$ cat config.mk
export PLATFORM = sky130hd
export DESIGN_NAME = fifo_stream_reader
export DESIGN_NICKNAME = d
export VERILOG_FILES = /design/src/rtl/fifo_stream_reader.sv
export SDC_FILE = /design/constraint.sdc
export NUM_CORES = 1
export LEC_CHECK = 0
export BUFFER_PORTS_ARGS = -buffer_cell sky130_fd_sc_hd__buf_2
export CAP_MARGIN = 40
export CELL_PAD_IN_SITES_DETAIL_PLACEMENT = 0
export CELL_PAD_IN_SITES_GLOBAL_PLACEMENT = 1
export CORE_MARGIN = 10
export CORE_UTILIZATION = 41
export DETAILED_ROUTE_END_ITERATION = 12
export GPL_TIMING_DRIVEN = 0
export PLACE_DENSITY_LB_ADDON = 0.15
export REMOVE_ABC_BUFFERS = 1
export SLEW_MARGIN = 20
export SYNTH_ARGS = -nofsm -noshare
export SYNTH_HDL_FRONTEND = slang
export SYNTH_SLANG_ARGS = --single-unit
export TNS_END_PERCENT = 1
$ cat constraint.sdc
create_clock -name clk -period 1.7 [get_ports clk]
set_input_delay 0.34 -clock clk [delete_from_list [all_inputs] [get_ports clk]]
set_output_delay 0.34 -clock clk [all_outputs]
set_load 0.05 [all_outputs]
$ cat src/rtl/fifo_stream_reader.sv
// Pops words from a synchronous FIFO read port and re-presents them on a valid/ready stream.
// A small circular buffer absorbs the FIFO read latency so the stream sustains one word per cycle.
module fifo_stream_reader #(
    parameter int DATA_WIDTH = 8,
    parameter int RD_LAT     = 0,
    parameter int CNT_WIDTH  = 16
) (
    input  logic                  clk,
    input  logic                  rst,
    input  logic                  fifo_empty,
    output logic                  fifo_rd_en,
    input  logic [DATA_WIDTH-1:0] fifo_dout,
    output logic                  m_valid,
    input  logic                  m_ready,
    output logic [DATA_WIDTH-1:0] m_data,
    input  logic                  flush_i,
    output logic                  flush_busy_o,
    output logic [CNT_WIDTH-1:0]  xfer_count_o
);

    localparam int BUF_DEPTH = RD_LAT + 2;
    localparam int PTR_W     = $clog2(BUF_DEPTH);
    localparam int OCC_W     = $clog2(BUF_DEPTH + 1);
    localparam logic [PTR_W-1:0] LAST_PTR = PTR_W'(BUF_DEPTH - 1);

    typedef enum logic {
        ST_RUN   = 1'b0,
        ST_FLUSH = 1'b1
    } state_t;

    state_t                r_state;
    logic [DATA_WIDTH-1:0] r_buf [BUF_DEPTH];
    logic [PTR_W-1:0]      r_head;
    logic [PTR_W-1:0]      r_tail;
    logic [OCC_W-1:0]      r_occ;
    logic                  r_ret_valid;
    logic [CNT_WIDTH-1:0]  r_xfer_count;

    logic w_room;
    logic w_capture;
    logic w_consume;

    function automatic logic [PTR_W-1:0] ptr_inc(input logic [PTR_W-1:0] p);
        return (p == LAST_PTR) ? '0 : p + PTR_W'(1);
    endfunction

    // Reserve a slot for every pop still in flight so a returning word always has room.
    assign w_room       = (int'(r_occ) + int'(r_ret_valid)) < BUF_DEPTH;
    assign fifo_rd_en   = !rst && !fifo_empty && ((r_state == ST_FLUSH) || w_room);
    assign w_capture    = (r_state == ST_RUN) && ((RD_LAT == 0) ? fifo_rd_en : r_ret_valid);
    assign m_valid      = (r_occ != '0);
    assign w_consume    = m_valid && m_ready;
    assign m_data       = r_buf[r_head];
    assign flush_busy_o = (r_state == ST_FLUSH);
    assign xfer_count_o = r_xfer_count;

    always_ff @(posedge clk or posedge rst) begin
        if (rst) begin
            r_state      <= ST_RUN;
            r_head       <= '0;
            r_tail       <= '0;
            r_occ        <= '0;
            r_ret_valid  <= 1'b0;
            r_xfer_count <= '0;
            for (int i = 0; i < BUF_DEPTH; i++) begin
                r_buf[i] <= '0;
            end
        end else begin
            r_ret_valid <= (RD_LAT == 1) && fifo_rd_en;
            if (w_consume) begin
                r_xfer_count <= r_xfer_count + CNT_WIDTH'(1);
            end
            case (r_state)
                ST_RUN: begin
                    if (flush_i) begin
                        r_state <= ST_FLUSH;
                        r_occ   <= '0;
                        r_head  <= '0;
                        r_tail  <= '0;
                    end else begin
                        if (w_capture) begin
                            r_buf[r_tail] <= fifo_dout;
                            r_tail        <= ptr_inc(r_tail);
                        end
                        if (w_consume) begin
                            r_head <= ptr_inc(r_head);
                        end
                        if (w_capture && !w_consume) begin
                            r_occ <= r_occ + OCC_W'(1);
                        end else if (!w_capture && w_consume) begin
                            r_occ <= r_occ - OCC_W'(1);
                        end
                    end
                end
                // Returning words are dropped here; leave only once nothing is left upstream or in flight.
                ST_FLUSH: begin
                    if (fifo_empty && !r_ret_valid) begin
                        r_state <= ST_RUN;
                    end
                end
                default: r_state <= ST_RUN;
            endcase
        end
    end

endmodule

==> impl_metrics.tcl <==
set metrics [dict create \
    routed_wirelength_um 3450 \
    avgSynthCellArea_um2 12.3 \
    syn_inst 136 \
    cts.sinks 37 \
    vias 1175 \
    rows 23 \
    drive_gt1_share_pct 45.1 \
    period_needed_ns 1.68 \
    place_congestion 0.690 \
    io_pins 40 \
    grt_use_total_pct 10.3 \
    power_density_nw_per_um2 1630 \
    dpl.hpwl_um 2620 \
    crit_required_ns 1.36 \
    cts_tree "yes" \
    critPathArrivalTime_ns 1.34 \
    critPathMaxStageDelay_ns 0.49 \
    synthMuxAreaShare_pct 16.2 \
    crit_path_start_kind "register" \
    area_growth_pct 22.8 \
    fmax_mhz 596 \
    finalSetupViolCount 0 \
    post_dp_cell_area_um2 1920 \
    numCtsBuffers 5 \
    rsz0062_at_grt "true" \
    first_pass_iters 4 \
    die_y_um 83.8 \
    antennaDiodeCount 0 \
    htree_levels 2 \
    synthSimpleGateAreaFrac_pct 12.4 \
    maxSlewViolCount 0 \
    relSlewSlack_pct 65.2 \
    worstSetupPathType "reg2out" \
    drt-initial-drc-count 40 \
    start_util_pct 42.0 \
    nets 196 \
    yosysWarnings 0 \
    fin_hold_ws_ns 0.0213 \
    final-hold-violation-count 0 \
    netlist.area_leader.share_pct 55.6 \
    clock_latency_ns 0.28 \
    die_area_um2 7010 \
    synth_seq_area_share_pct 55.6 \
    synth_xor_area_share_pct 8.41 \
    placed_cells 223 \
    synth_cell_types 26 \
    hp-class "in2async" \
    stdcell_count 232 \
    synth_top_family_by_area "multiplexers" \
    antenna_found_initial 0 \
    critPathCaptureType "output port" \
    wire_per_inst_um 14.9 \
    ys_top_cells_by_area "dfrtp_1 (56%), mux2_2 (16%), xnor2_1 (7.9%), nand4_1 (2.6%), nand2_1 (2.5%)" \
    cts_root_buf "clkbuf_8" \
    synth.cell_area_um2 1670 \
    grt_pass1_vias 1309 \
    peakVddDrop_mv 0.876 \
    port_buffers 39 \
    ys_ff_latch 37 \
    fp.dieW_um 83.8 \
    remaining_drc_errors 0 \
    cp_cell_sequence "mux2_2 -> buf_2" \
    worstMarginPinSlew_ns 0.516 \
    synth_compound_area_share_pct 4.80 \
    status "finished, final reports clean" \
    grt-ovfl-total 0 \
    drv_cap 0 \
    drtAntennaViolNets 0 \
    timing.reg2reg.setup_slack_ns 0.20 \
    design.core.area_um2 3970 \
    power.leakage_nw 0.987 \
    synth_fa_ha_area_share_pct 0.751 \
    fillers 392 \
    via_per_inst 5.06 \
    max-clock-path-buffers 2 \
    grt_pass1_wl_um 5910 \
    yosysTopAreaCell "dfrtp_1" \
    grt_max_degree 38 \
    path_clk_slew_ns 0.07 \
    stdcell_area_um2 2050 \
    finClkSkew_ns 0.00344 \
    path_max_fanout 9 \
    cpMaxStageDelayCell "dfrtp_2" \
    fin_crit_sh_pct 98.8 \
]
[cell families after synthesis]
| family | Yosys count |
|---|---|
| buf+inv | 8 |
| xor+xnor | 16 |
| fa+ha+maj | 1 |
| simple gates | 37 |
| mux | 24 |
| flops | 37 |
| compound gates | 13 |
[Yosys cell counts]
library cell and count:
nand2_1 11, a21oi_1 4, nand3b_2 1, xor2_1 1, and3_1 1, inv_1 6
nand3_2 1, a31oi_1 1, nor3_4 1, and4_2 1, nor2_2 1, o21a_4 1
nand3_1 4, xnor2_1 15, nor2_1 6, mux2_2 24, or4_1 1, clkbuf_1 1
buf_2 1, nand4_1 7, dfrtp_1 37, ha_1 1, o21ai_0 6, o21ai_2 1
nor3_1 1, and2_1 1
[per-layer routing]
metal	part of all wire (%)	global-route usage, %	vias to the layer above
met5	0	0	-
met4	1.2	4.11	0
met3	7.9	5.08	4
met2	53	18.0	28
met1	38	10.0	578
li1	-	-	565
[power breakdown]
| group | leakage (nW) | switching (W) | internal (W) |
|---|---|---|---|
| clock | 0.0433 | 0.000296 | 0.000320 |
| sequential | 0.483 | 0.000204 | 0.00111 |
| combinational | 0.461 | 0.000927 | 0.000472 |
[placed cells by master, fill, tap and decap left out, drive strengths merged]
master and instances:
nand3 5, mux2 24, and2 1, xor2 1, buf 41, nand3b 1
o21ai 7, and4 1, nor2 7, a21oi 4, nand4 7, clkbuf 6
xnor2 15, clkinvlp 1, and3 1, dfrtp 37, nor3 2, a31oi 1
inv 6, o21a 1, nand2 11, ha 1, or4 1
[critical path: cells and delay by family, from the launching register on]
family | cells | cell delay, ns
flip-flops | 1 | 0.49
multiplexers | 1 | 0.36
buffers and inverters | 1 | 0.21
[registers in the layout, indices dropped and copies added, names as in the netlist]
register / count
r_head: 1
flush_busy_o: 1
r_buf: 16
xfer_count_o: 16
r_occ: 2
r_tail: 1
[per-stage QoR]
| stage | setup WS (ns) | power, W | TNS [ns] | util (%) |
|---|---|---|---|---|
| global route | -0.0308 | 0.00352 | -0.136 | 51.5 |
| global placement | 0.00120 | 0.00265 | 0 | 48.2 |
| finish | 0.0208 | 0.00333 | 0 | 51.5 |
| floorplan | 0.0801 | 0.00237 | 0 | - |
| detailed placement | 0.141 | 0.00269 | 0 | 48.2 |
| CTS | 0.00304 | 0.00336 | 0 | 50.9 |
[path summary, 6_finish.rpt]
path	depth (start not counted)	to	from
min in group clk	2	r_buf[0]$_DFFE_PP0P_	fifo_dout[0]
hold / removal	2	xfer_count_o[11]$_DFFE_PP0P_	rst
setup / recovery	2	m_data[3]	r_head$_DFFE_PP0P_
hold reg to reg	1	xfer_count_o[15]$_DFFE_PP0P_	xfer_count_o[15]$_DFFE_PP0P_
setup reg to reg	4	r_buf[10]$_DFFE_PP0P_	r_occ[1]$_DFFE_PP0P_
max in group asynchronous	3	r_head$_DFFE_PP0P_	rst
[repair_timing]
action / 4_1_cts / 5_1_grt
endpoints found under the hold margin: 0 / 0
resized for setup: 3 / 4
setup endpoints to repair: 8 / 10
setup buffers: 1 / 0
hold buffers: 0 / 0
[cell type report]
type / count / area (µm²) / share of cell area, %
sequential: 37 / 928 / 45.4
multi-input combinational: 91 / 709 / 34.7
timing repair buffer: 41 / 234 / 11.4
clock buffer: 6 / 82.6 / 4.03
tap: 50 / 62.6 / 3.06
inverter: 6 / 22.5 / 1.10
clock inverter: 1 / 7.51 / 0.367
No activity file was read; power rests on OpenSTA's default activity.
